## src/rtl/rf_dump_pkg.sv

```systemverilog
// Shared types and default sizes for the register-file dump reader.
// The index header byte (RF_DUMP_INDEX_EN builds) is the register index zero-extended to HDR_W.
package rf_dump_pkg;

  typedef enum logic [1:0] {
    StIdle,
    StLoad,
    StSend,
    StDone
  } state_e;

  localparam int unsigned DEF_REG_AW = 5;
  localparam int unsigned DEF_DATA_W = 32;
  localparam int unsigned DEF_BYTES  = DEF_DATA_W / 8;

  // Width of the index header byte; the index occupies its low bits.
  localparam int unsigned HDR_W = 8;

endpackage

```

## src/rtl/rf_dump_ser.sv

```systemverilog
// Shadow word and valid/ready byte serializer, most significant byte first.
// With RF_DUMP_INDEX_EN defined, each word is preceded by its index header byte.
module rf_dump_ser
  import rf_dump_pkg::*;
#(
  parameter int unsigned DATA_W = DEF_DATA_W,
  parameter int unsigned BYTES  = DATA_W / 8
) (
  input  logic              clk,
  input  logic              rst,
  input  logic              load,
  input  logic              send,
  input  logic [DATA_W-1:0] reg_data,
  input  logic [HDR_W-1:0]  hdr,
  input  logic              out_ready,
  output logic [7:0]        out_data,
  output logic              out_valid,
  output logic              last_byte
);

`ifdef RF_DUMP_INDEX_EN
  localparam int unsigned NumSlots = BYTES + 1;
`else
  localparam int unsigned NumSlots = BYTES;
`endif
  localparam int unsigned CntW = (NumSlots > 1) ? $clog2(NumSlots) : 1;
  localparam logic [CntW-1:0] LastCnt = CntW'(NumSlots - 1);

  logic [DATA_W-1:0] shadow_q;
  logic [CntW-1:0]   cnt_q;
  logic [CntW-1:0]   data_idx;
  logic [7:0]        data_byte;
  logic [7:0]        cur_byte;
  logic              handshake;

  assign handshake = send & out_ready;
  assign last_byte = handshake & (cnt_q == LastCnt);

  always_ff @(posedge clk or posedge rst) begin
    if (rst) begin
      shadow_q <= '0;
      cnt_q    <= '0;
    end else if (load) begin
      shadow_q <= reg_data;
      cnt_q    <= '0;
    end else if (handshake && (cnt_q != LastCnt)) begin
      cnt_q <= cnt_q + CntW'(1);
    end
  end

`ifdef RF_DUMP_INDEX_EN
  // Slot 0 is the header, so data bytes sit one slot later.
  assign data_idx = cnt_q - CntW'(1);
  assign cur_byte = (cnt_q == '0) ? hdr : data_byte;
`else
  logic unused_hdr;
  assign unused_hdr = ^hdr;
  assign data_idx   = cnt_q;
  assign cur_byte   = data_byte;
`endif

  always_comb begin
    data_byte = '0;
    for (int unsigned i = 0; i < BYTES; i++) begin
      if (data_idx == CntW'(i)) data_byte = shadow_q[DATA_W-1-8*i -: 8];
    end
  end

  assign out_valid = send;
  assign out_data  = send ? cur_byte : 8'h00;

endmodule

```

## src/rtl/rf_dump_reader.sv

```systemverilog
// Walks a register index range on the RF observation port and streams each word as bytes.
// Define RF_DUMP_INDEX_EN to prefix every word with a one-byte register index header.
module rf_dump_reader
  import rf_dump_pkg::*;
#(
  parameter int unsigned REG_AW = DEF_REG_AW,
  parameter int unsigned DATA_W = DEF_DATA_W,
  parameter int unsigned BYTES  = DATA_W / 8
) (
  input  logic              clk,
  input  logic              rst,
  input  logic              start,
  input  logic [REG_AW-1:0] first,
  input  logic [REG_AW-1:0] last,
  input  logic              abort,
  output logic [REG_AW-1:0] reg_sel,
  input  logic [DATA_W-1:0] reg_data,
  output logic [7:0]        out_data,
  output logic              out_valid,
  input  logic              out_ready,
  output logic              busy,
  output logic              done,
  output logic              err
);

  state_e            state_q, state_d;
  logic [REG_AW-1:0] sel_q, sel_d;
  logic [REG_AW-1:0] last_q, last_d;
  logic              err_q, err_d;
  logic              load, send, last_byte;
  logic [HDR_W-1:0]  hdr;

  always_ff @(posedge clk or posedge rst) begin
    if (rst) begin
      state_q <= StIdle;
      sel_q   <= '0;
      last_q  <= '0;
      err_q   <= 1'b0;
    end else begin
      state_q <= state_d;
      sel_q   <= sel_d;
      last_q  <= last_d;
      err_q   <= err_d;
    end
  end

  always_comb begin
    state_d = state_q;
    sel_d   = sel_q;
    last_d  = last_q;
    err_d   = 1'b0;
    if (abort) begin
      // Abort also swallows a start presented in the same cycle.
      state_d = StIdle;
    end else begin
      unique case (state_q)
        StIdle: begin
          if (start) begin
            if (first <= last) begin
              sel_d   = first;
              last_d  = last;
              state_d = StLoad;
            end else begin
              err_d = 1'b1;
            end
          end
        end
        StLoad: state_d = StSend;
        StSend: begin
          if (last_byte) begin
            // Compare before incrementing so a full-range dump never wraps.
            if (sel_q == last_q) begin
              state_d = StDone;
            end else begin
              sel_d   = sel_q + REG_AW'(1);
              state_d = StLoad;
            end
          end
        end
        StDone:  state_d = StIdle;
        default: state_d = StIdle;
      endcase
    end
  end

  assign load    = (state_q == StLoad);
  assign send    = (state_q == StSend);
  assign busy    = (state_q != StIdle);
  assign done    = (state_q == StDone);
  assign err     = err_q;
  assign reg_sel = sel_q;
  assign hdr     = HDR_W'(sel_q);

  rf_dump_ser #(
    .DATA_W(DATA_W),
    .BYTES (BYTES)
  ) u_ser (
    .clk      (clk),
    .rst      (rst),
    .load     (load),
    .send     (send),
    .reg_data (reg_data),
    .hdr      (hdr),
    .out_ready(out_ready),
    .out_data (out_data),
    .out_valid(out_valid),
    .last_byte(last_byte)
  );

endmodule
```

## config.mk

```make
export PLATFORM = sky130hd
export DESIGN_NAME = rf_dump_reader
export DESIGN_NICKNAME = d
export VERILOG_FILES = /design/src/rtl/rf_dump_pkg.sv /design/src/rtl/rf_dump_ser.sv /design/src/rtl/rf_dump_reader.sv
export SDC_FILE = /design/constraint.sdc
export NUM_CORES = 1
export LEC_CHECK = 0
export BUFFER_PORTS_ARGS = -buffer_cell sky130_fd_sc_hd__buf_4
export CORE_UTILIZATION = 46
export DETAILED_ROUTE_END_ITERATION = 12
export PLACE_DENSITY_LB_ADDON = 0.15
export SLEW_MARGIN = 20
export SYNTH_ARGS = -nofsm -noshare
export SYNTH_HDL_FRONTEND = slang
export SYNTH_SLANG_ARGS = --single-unit
```

## constraint.sdc

```tcl
create_clock -name clk -period 5.1 [get_ports clk]
set_input_delay 0.51 -clock clk [delete_from_list [all_inputs] [get_ports clk]]
set_output_delay 0.51 -clock clk [all_outputs]
set_load 0.02 [all_outputs]
```

* After elaboration in Yosys (flattened, before gate mapping) *
Index checks and enable logic that the tools add are counted.

word-level totals
  flip-flop bits (word level) = 47
  bits in latches = 0
  memory bits (writable) = 0
  ROM bits = 0
  input bits = 47
  output and inout port bits = 17
  memories kept = 0

cells by class
  add/subtract/negate cells = 2
  $mul = 0
  div/mod/pow operators = 0
  order comparisons = 1
  eq/ne operators = 15
  shifts and indexed selects = 0
  multiplexer cells = 22
  bitwise logic cells = 3
  reduce and logical (&&, ||, !) cells = 9

operator list
  kind                                            number
  two-way mux 8 bit                               5
  two-way mux 5 bit                               4
  two-way mux 2 bit                               7
  != test 2 bit (second input constant)           5
  case mux 5 bit (2 select lines)                 1
  != test 3 bit (second input constant)           3
  == test 2 bit (second input constant)           4
  case mux 2 bit (4 select lines)                 1
  AND reduction 6 bit                             1
  nonzero test 2 bit                              3
  adder 5 x 1 -> 5 bit (second input constant)    1
  == test 5 bit                                   1
  less-or-equal comparator 5 bit                  1
  == test 2 x 1 -> 1 bit (second input constant)  2
  zero test 2 bit                                 2
  two-way mux 1 bit                               4
  AND reduction 4 bit                             1
  AND reduction 3 bit                             1
  adder 2 x 1 -> 2 bit (second input constant)    1
  bitwise AND 1 bit                               2
  logical AND 1 bit                               1
  NOT 1 bit                                       1

* Logic depth before layout (Yosys ltp) *
Gate-level depths: netlist of the first run.

  depth after elaboration = 6
  mapped depth = 9
  depth with buffers taken out = 7

* Modules after synthesis *
A second synthesis of the first run with hierarchy kept.

second synthesis, totals
  cells, all modules = 214
  area total of the unflattened synthesis = 2516.2 µm²

modules (own cells, without submodules)
  module          times used  cells each  area each (µm²)  seq. area each (µm²)
  rf_dump_ser     1           124         1621.6           850.8
  rf_dump_reader  1           90          894.6            325.3

* Worst setup path after synthesis of the first run *
OpenSTA, ideal clock, no wires.

  path kind = input -> register
  start point = in last[2]
  end point = reg last_q[0]
  library setup time = 0.125 ns
  data arrival time = 2.078 ns
  data required time = 4.975 ns
  slack = 2.897 ns
  cell stages on the path = 8
  path through = inv_1 > ha_1 > o211ai_2 > a21oi_1 > o21ai_1 > or4b_1 > buf_6 > mux2_4

on the way
  cells in the longest elaborated chain, start to end = 2

ends and longest elaborated chain
  what                                  RTL line              RTL
  from (decl)                           rf_dump_reader.sv:14  input logic [REG_AW-1:0] last,
  less-or-equal comparator 5 bit        rf_dump_reader.sv:59  if (first <= last) begin
  AND reduction 4 bit (no source line)  --
  to (signal assigned)                  rf_dump_reader.sv:42  last_q <= last_d;
  to (decl)                             rf_dump_reader.sv:28  logic [REG_AW-1:0] last_q, last_d;

Every way passes these cells.
A chain may end at the register's enable or synchronous reset.

* Final worst setup path of the first run *
  start point = reg u_ser.cnt_q[1]
  end point = out out_data[5]

on the way
  cells in the longest elaborated chain, start to end = 6
  elaborated cells on any way between the ends = 9
  classes of those cells = 3 x eq/ne; 5 x mux; 1 x reduce/logical

ends and longest elaborated chain
  what                             RTL line              RTL
  from (decl)                      rf_dump_ser.sv:30     logic [CntW-1:0] cnt_q;
  from (signal assigned)           rf_dump_ser.sv:47     cnt_q <= cnt_q + CntW'(1);
  zero test 2 bit                  rf_dump_ser.sv:65     if (data_idx == CntW'(i)) data_byte = shadow_q[DATA_W-1-8*i -: 8];
  two-way mux 8 bit (3 in series)  rf_dump_ser.sv:65
  two-way mux 8 bit (*)            rf_dump_ser.sv:65
  two-way mux 8 bit (*)            rf_dump_ser.sv:70     assign out_data = send ? cur_byte : 8'h00;
  to (decl)                        rf_dump_reader.sv:18  output logic [7:0] out_data,

Mark *: on every way between the ends. The rest lies on a longest branch, timed or not.

==> results of run 1 <==
logic make-up after synthesis:
family / synth area share
compound gates: 0.112
buf+inv: 0.0456
fa+ha+maj: 0.0495
mux: 0.189
simple gates: 0.121
xor+xnor: 0.0173
flops: 0.466
per-stage QoR:
stage          power (mW)  area (µm²)  hold slack (ns)  setup WS [ns]  cells
6_report             1.36        3130            0.383           2.32    354
5_1_grt              1.45        3130            0.378           2.11    354
4_1_cts              1.37        3130            0.377           2.35    354
3_5_place_dp         1.12        3020            0.496           2.61    346
3_3_place_gp         1.11        3020            0.491           2.63    346
2_1_floorplan       0.963        2530            0.473           2.90    226
cell type report:
class / count / area share
clock inverters: 1 / 0.00240
inverters: 11 / 0.0132
clock buffers: 7 / 0.0308
flip-flops and latches: 47 / 0.376
well taps: 70 / 0.0280
repair buffers: 64 / 0.154
multi-input cells: 154 / 0.396
critical path, cell delays in order, from the launching register on:
cell and delay [ns]:
dfrtp_1 0.42, inv_1 0.08, ha_1 0.30, nor2b_1 0.46
a221oi_1 0.16, nor3_1 0.17, a21oi_1 0.06, nor2_1 0.15
buf_4 0.17
cells in the final DEF, fill, tap and decap left out, types with 2 or more instances in the layout:
cell type	Yosys	final
o21ai_1	2	2
and2_1	3	3
inv_1	10	9
o21ai_0	4	4
dfrtp_1	47	47
mux2_2	33	33
ha_1	10	10
nor2_1	9	9
nand2_1	8	8
a22o_1	2	2
clkbuf_8	0	7
a221oi_1	7	7
xnor2_1	4	4
a21o_1	2	2
mux2i_1	3	3
nor2b_1	10	9
nand2b_1	2	2
buf_4	0	64
nand3_1	5	5
a41oi_1	2	2
mux2_4	5	5
o2111ai_1	2	2
nand4_1	4	4
a21oi_1	14	14
nor3_1	10	10
flip-flops by register name (all words and copies together) (netlist names):
name and flops:
u_ser.shadow_q 32, last_q 5, reg_sel 5, state_q 2
u_ser.cnt_q 2, err 1
per-layer routing:
metal,track usage,vias to the layer above
li1,-,925
met1,0.268,901
met2,0.323,49
met3,0.0551,6
met4,0.0712,0
met5,0,-
path summary, 6_finish.rpt:
path                               startpoint            endpoint  slack (ns)
hold / removal                          abort          state_q[1]        0.38
setup reg to reg               u_ser.cnt_q[0]          reg_sel[1]        2.62
hold reg to reg            u_ser.shadow_q[16]  u_ser.shadow_q[16]        0.51
min in group asynchronous                 rst  u_ser.shadow_q[19]        0.42
max in group asynchronous                 rst   u_ser.shadow_q[0]        4.08
setup / recovery               u_ser.cnt_q[1]         out_data[5]        2.32
cells in the mapped netlist, drive strengths merged (3+ instances only):
cell | instances | area, µm²
nor2b | 10 | 62.6
nor3 | 10 | 50.1
buf | 7 | 47.5
mux2i | 3 | 30.0
and2 | 3 | 18.8
mux2 | 38 | 447
nand4 | 4 | 25.0
nand2 | 8 | 30.0
inv | 10 | 37.5
a21oi | 14 | 70.1
ha | 10 | 125
o21ai | 6 | 30.0
nand3 | 5 | 25.0
nor2 | 9 | 33.8
xnor2 | 4 | 35.0
clkbuf | 7 | 26.3
dfrtp | 47 | 1180
a221oi | 7 | 61.3
power groups by stage:
| stage | registers [mW] | clock network (mW) | logic, mW |
|---|---|---|---|
| floorplan | 0.603 | 0 | 0.359 |
| global placement | 0.626 | 0 | 0.483 |
| detailed placement | 0.628 | 0 | 0.494 |
| CTS | 0.620 | 0.252 | 0.496 |
| global route | 0.638 | 0.268 | 0.549 |
| finish | 0.620 | 0.245 | 0.493 |
==> summary.txt, run 1 <==
Detailed routing
  • Topmost layer with routed signal wires: met4
  • Post-Route M1 WL: around 2.6 mm
  • Per-cell routed wire length: approximately 15 µm
  • Antenna viol nets, final: 0
  • Vias per std cell: between 5 and 6
  • Total number of vias: 1881
  • Sum of met3 wire segment lengths after detailed routing: 300 µm
  • Count of TritonRoute iterations in the first routing pass: 4
  • WL final: approximately 5.4 mm
  • Met2 wire length: 2.46 mm
  • Residual DRC: 0
  • 1st-iter DRT viols: 83

STA
  • Unrepaired setup endpoints after global routing: false
  • TNS Setup: 0 ns
  • Max-Slew Margin vs Limit: 0.362
  • Final worst-path cycle share: 0.545
  • Final Critical Period: 2.78 ns
  • Worst clock skew: roughly 0.0057 ns
  • Setup Viol. Count Final: 0
  • Transition time of the tightest slew-check pin: 0.956 ns
  • Final hold violation count: 0
  • Final count of pins violating max slew: 0
  • Achievable frequency: 360 MHz

Floorplanning
  • Height of the die: 76.1 µm
  • Die ar.: 5790 µm²
  • Number of ports placed on the die boundary: 64
  • Placeable Area: 5200 µm²
  • Effective utilization at floorplan: 0.485
  • Total number of placement rows: 26
  • Die span in x: 76.1 µm

Power
  • Worst supply voltage drop on vdd: 169 µV
  • Internal power of the cells: approximately 0.9 mW
  • Part of the total power dissipated in combinational logic: 0.363
  • Power density cells: 434 nW/µm²
  • Sequential share of power: 0.457
  • Switching part of the total power: 0.336
  • Clk pwr share: 0.181
  • Leakage dissipation: 1.43 nW
  • NetSw: 0.457 mW

Logic synthesis
  • EDFF count, synth: 0
  • Unique cell type count in the Yosys netlist: 40
  • Async S/R FF share, synth: 1.00
  • Net count after synthesis: 283
  • Synth Warn #: 0
  • Count of state elements after synthesis: 47
  • Sequential fraction of the synthesis area: 0.466
  • Mapped cell area: 2530 µm²
  • Per-instance average area after synthesis: 11.2 µm²
  • Main flop type after synthesis: dfrtp_1
  • Gate count of the mapped netlist: 226

Flow run
  • Maxcap violations: 0

CTS
  • Number of buffers created by CTS: 5
  • CTS max path bufs: 2
  • Hold bufs inserted after CTS: 0
  • Clk_lat worst skew: ~0.30 ns
  • Post-CTS clock slew at the launch and capture registers of the worst setup and hold paths: 0.08 ns
  • Clock tree root driver cell: clkbuf_8
  • Htree depth: 2
  • Post-cts repair resize count: 0
  • TritonCTS clock tree: built
  • Post-CTS Setup Inserts: 0
  • TritonCTS Sinks: 47

Finish
  • Area delta synth->final: 23.8%
  • Layout fillers: 469
  • Fraction of layout instances using a drive strength above 1: 0.401
  • Count of inserted antenna diode cells: 0
  • Core Util, Final: 0.601
  • Number of nets in the finished design: 340
  • Area occupied by multi-input gates: 1240 µm²
  • Sequential standard cell area: 1180 µm²

Global route
  • Largest net degree at the start of global routing: 48
  • Total overflow reported by the global router: 0
  • GRT Total Usage: 0.203
  • Antenna violations before repair: 0
  • Number of global-route vias before repair: 1876
  • Wire length of the first global-routing pass: 9.14 mm

Setup path
  • Max FO, Critical Path: 10
  • Type of origin of the critical path: register
  • Worst reg2reg path depth: 6
  • Crit Path Category: reg2out
  • Worst Setup End Kind: primary output
  • CP Data Arrival Time: ~2.3 ns
  • Required arrival time at the worst endpoint: 4.59 ns

Outcome
  • Result of the run: finished clean

Placed design
  • Detailed Place HPWL: 4.08 mm
  • Number of I/O port buffers: 63
  • Routability Congestion: 0.810

Worst hold path
  • Class of the tightest hold or removal check: in2reg
  • Worst hold stages: 2
(Power assumes the default switching activity.)
==> inputs of run 2 (changes only) <==
--- a/config.mk
+++ b/config.mk
@@ -5,6 +5,7 @@
 export SDC_FILE = /design/constraint.sdc
 export NUM_CORES = 1
 export LEC_CHECK = 0
+export ABC_AREA = 1
 export BUFFER_PORTS_ARGS = -buffer_cell sky130_fd_sc_hd__buf_4
 export CORE_UTILIZATION = 46
 export DETAILED_ROUTE_END_ITERATION = 12
==> constraint.sdc (replaced) <==
create_clock -name clk -period 2.7 [get_ports clk]
set_input_delay 0.27 -clock clk [delete_from_list [all_inputs] [get_ports clk]]
set_output_delay 0.27 -clock clk [all_outputs]
set_load 0.02 [all_outputs]
==> run 2 against run 1 <==
  * First-iteration DRC count up 1.2%
  * Worst setup slack worse by 2.0 ns
  * Die area down 0.43%
  * Design area down 0.36%
  * Register-to-register slack worse by 1.8 ns
  * Final cell count up 32%
  * Sequential power up 100%
  * Count of clock-buffer cells in the layout down 1
  * Critical endpoint is now out_data[7]
==> summary.txt, run 2 <==
Logic synthesis
  • Unique cell type count in the Yosys netlist: 25
  • Main flop type after synthesis: dfrtp_1
  • Mapped cell area: between 2000 and 3000 µm²
  • Net count after synthesis: 394
  • Top cells by instance count after synthesis: 140 x nand2_1, 47 x dfrtp_1, 30 x inv_1
  • Largest area contributor in the netlist: dfrtp_1
  • Most common cell in the synthesized netlist: nand2_1
  • Async S/R FF share, synth: 1.00
  • Fraction of synthesized cell area taken by the top area cell type: 0.468
  • EDFF count, synth: 0
  • Count of state elements after synthesis: 47
  • Synth Warn #: 0
  • Per-instance average area after synthesis: 7.46 µm²
  • Gate count of the mapped netlist: 337
  • Cells taking the most area after synthesis: dfrtp_1 47%, nand2_1 21%, ha_1 5.0%
  • Sequential fraction of the synthesis area: 0.468

Floorplanning
  • Total number of placement rows: 26
  • Die ar.: ~5800 µm²
  • Placeable Area: 5170 µm²
  • Height of the die: approximately 76 µm
  • Number of ports placed on the die boundary: 64
  • Die span in x: approximately 76 µm
  • Effective utilization at floorplan: 0.486

Detailed routing
  • Total number of vias: 2266
  • WL final: approximately 5.6 mm
  • 1st-iter DRT viols: 84
  • Residual DRC: 0
  • Antenna viol nets, final: 0
  • Vias per std cell: 4.85
  • Count of TritonRoute iterations in the first routing pass: 4
  • Per-cell routed wire length: 11.9 µm

STA
  • Final Critical Period: between 2 and 2.5 ns
  • Worst clock skew: 0.00528 ns
  • TNS Setup: 0 ns
  • Max-Slew Margin vs Limit: 0.470
  • Achievable frequency: ~420 MHz
  • Unrepaired setup endpoints after global routing: false
  • Setup Viol. Count Final: 0
  • Hold Worst Slack: 0.0879 ns
  • Transition time of the tightest slew-check pin: 0.794 ns
  • Final hold violation count: 0
  • Final worst-path cycle share: 0.879
  • Final count of pins violating max slew: 0

CTS
  • Clock tree root driver cell: clkbuf_8
  • TritonCTS Sinks: 47
  • Htree depth: 2
  • Clk_lat worst skew: 0.30 ns
  • TritonCTS clock tree: built
  • Post-CTS clock slew at the launch and capture registers of the worst setup and hold paths: 0.09 ns
  • Hold bufs inserted after CTS: 0
  • Post-CTS Setup Inserts: 0
  • CTS max path bufs: 2
  • Number of buffers created by CTS: 5
  • Post-cts repair resize count: 0

Setup path
  • Crit Path Category: reg2out
  • CP peak stage delay: 0.39 ns
  • Worst-path cell with the longest stage delay: dfrtp_1
  • Worst-path cell chain: inv_1 -> ha_1 -> inv_1 -> nor2_1 -> o31ai_1 -> o21ai_1 -> nor2_1 -> buf_4
  • Max FO, Critical Path: 9
  • Worst reg2reg path depth: 9
  • CP Data Arrival Time: 2.10 ns
  • Worst Setup End Kind: primary output
  • Required arrival time at the worst endpoint: 2.43 ns
  • Type of origin of the critical path: register

Power
  • Switching part of the total power: 0.402
  • Power density cells: 897 nW/µm²
  • NetSw: 1.12 mW
  • Sequential share of power: 0.449
  • Part of the total power dissipated in combinational logic: 0.404
  • Internal power of the cells: approximately 1.7 mW
  • Leakage dissipation: 1.70 nW
  • Worst supply voltage drop on vdd: 416 µV
  • Clk pwr share: 0.148

Global route
  • GRT Total Usage: 0.211
  • Number of global-route vias before repair: 2172
  • Total overflow reported by the global router: 0
  • GR met3 Demand/Resource: 0.0349
  • GR peak layer: met2
  • Met2 routing resource usage after global routing: 0.375
  • Largest net degree at the start of global routing: between 40 and 50
  • Wire length of the first global-routing pass: 9.72 mm
  • Antenna violations before repair: 0
  • GR Layer Usage met1: 0.264

Flow run
  • Maxcap violations: 0

Finish
  • Number of flip-flops under the largest register name: 32
  • Most frequent cells in the layout: 140 x nand2_1, 64 x buf_4, 47 x dfrtp_1
  • Non-filler cells, final: 467
  • Most common cell after layout, fill and taps aside: nand2_1
  • Post-route cell area: 3120 µm²
  • Area delta synth->final: 23.9%
  • Number of nets in the finished design: 453
  • Sequential standard cell area: 1180 µm²
  • Register name with the most flops: u_ser.shadow_q
  • Layout fillers: 498
  • Area occupied by multi-input gates: between 1000 and 1500 µm²
  • Count of inserted antenna diode cells: 0
  • Fraction of layout instances using a drive strength above 1: 0.196

Worst hold path
  • Class of the tightest hold or removal check: in2async

Placed design
  • Detailed Place HPWL: approximately 4.2 mm
  • DP Cell Count: between 400 and 500
  • Routability Congestion: 0.798
  • Cell area after placement: 3030 µm²
  • Number of I/O port buffers: 63

Outcome
  • Result of the run: finished clean
[run 2: cell types whose count changed after synthesis, moves of 10 or more]
cell / change
o21ai_0: +18
nor2_1: +13
inv_1: +20
nand2_1: +132
nor2b_1: -10
mux2_2: -33
[run 2: cell families (layout without fill, tap and decap cells)]
| logic type | count (synthesis) | after routing | synth area share |
|---|---|---|---|
| buf+inv | 44 | 104 | 0.0692 |
| compound gates | 57 | 57 | 0.128 |
| fa+ha+maj | 10 | 10 | 0.0498 |
| xor+xnor | 2 | 2 | 0.00697 |
| flops | 47 | 47 | 0.468 |
| simple gates | 177 | 177 | 0.278 |
[run 2: power by group through the flow]
| stage | Combinational [mW] | Sequential, mW | Clock [mW] |
|---|---|---|---|
| 2_1_floorplan | 0.778 | 1.24 | 0 |
| 3_3_place_gp | 1.12 | 1.26 | 0 |
| 3_5_place_dp | 1.14 | 1.27 | 0 |
| 4_1_cts | 1.14 | 1.26 | 0.426 |
| 5_1_grt | 1.30 | 1.30 | 0.455 |
| 6_report | 1.13 | 1.25 | 0.413 |
[run 2: layer usage]
| layer | vias to the layer above | share of wire |
|---|---|---|
| met5 | - | 0 |
| met4 | 0 | 0.015 |
| met3 | 7 | 0.038 |
| met2 | 49 | 0.51 |
| met1 | 1034 | 0.43 |
| li1 | 1176 | - |
[run 2: worst paths after layout]
path	start	endpoint	slack, ns
worst min register to register	u_ser.shadow_q[0]	u_ser.shadow_q[0]	0.47
worst max register to register	u_ser.cnt_q[0]	reg_sel[4]	0.82
worst min-delay path	rst	u_ser.shadow_q[4]	0.09
min in group clk	abort	state_q[0]	0.14
worst max-delay path	u_ser.cnt_q[1]	out_data[7]	0.33
max in group asynchronous	rst	reg_sel[3]	2.12
[run 2: per-stage QoR]
| stage | power, mW | setup WS [ns] | utilization |
|---|---|---|---|
| floorplan | 2.02 | 0.783 | - |
| global placement | 2.38 | 0.760 | 0.586 |
| detailed placement | 2.41 | 0.703 | 0.586 |
| CTS | 2.83 | 0.357 | 0.602 |
| global route | 3.05 | 0.210 | 0.602 |
| finish | 2.80 | 0.327 | 0.602 |
[run 2: critical path: cells and delay by family (launching register included)]
kind / cells / cell delay, ns
simple gates: 2 / 0.20
compound gates: 2 / 0.44
fa+ha+maj: 1 / 0.28
buf+inv: 3 / 0.49
flops: 1 / 0.39
[run 2: final cells by class]
| type | instances | area share |
|---|---|---|
| inverter | 32 | 0.0390 |
| multi-input combinational | 246 | 0.374 |
| clock buffer | 6 | 0.0233 |
| timing repair buffer | 64 | 0.154 |
| clock inverter | 2 | 0.00402 |
| tap | 70 | 0.0281 |
| sequential | 47 | 0.378 |
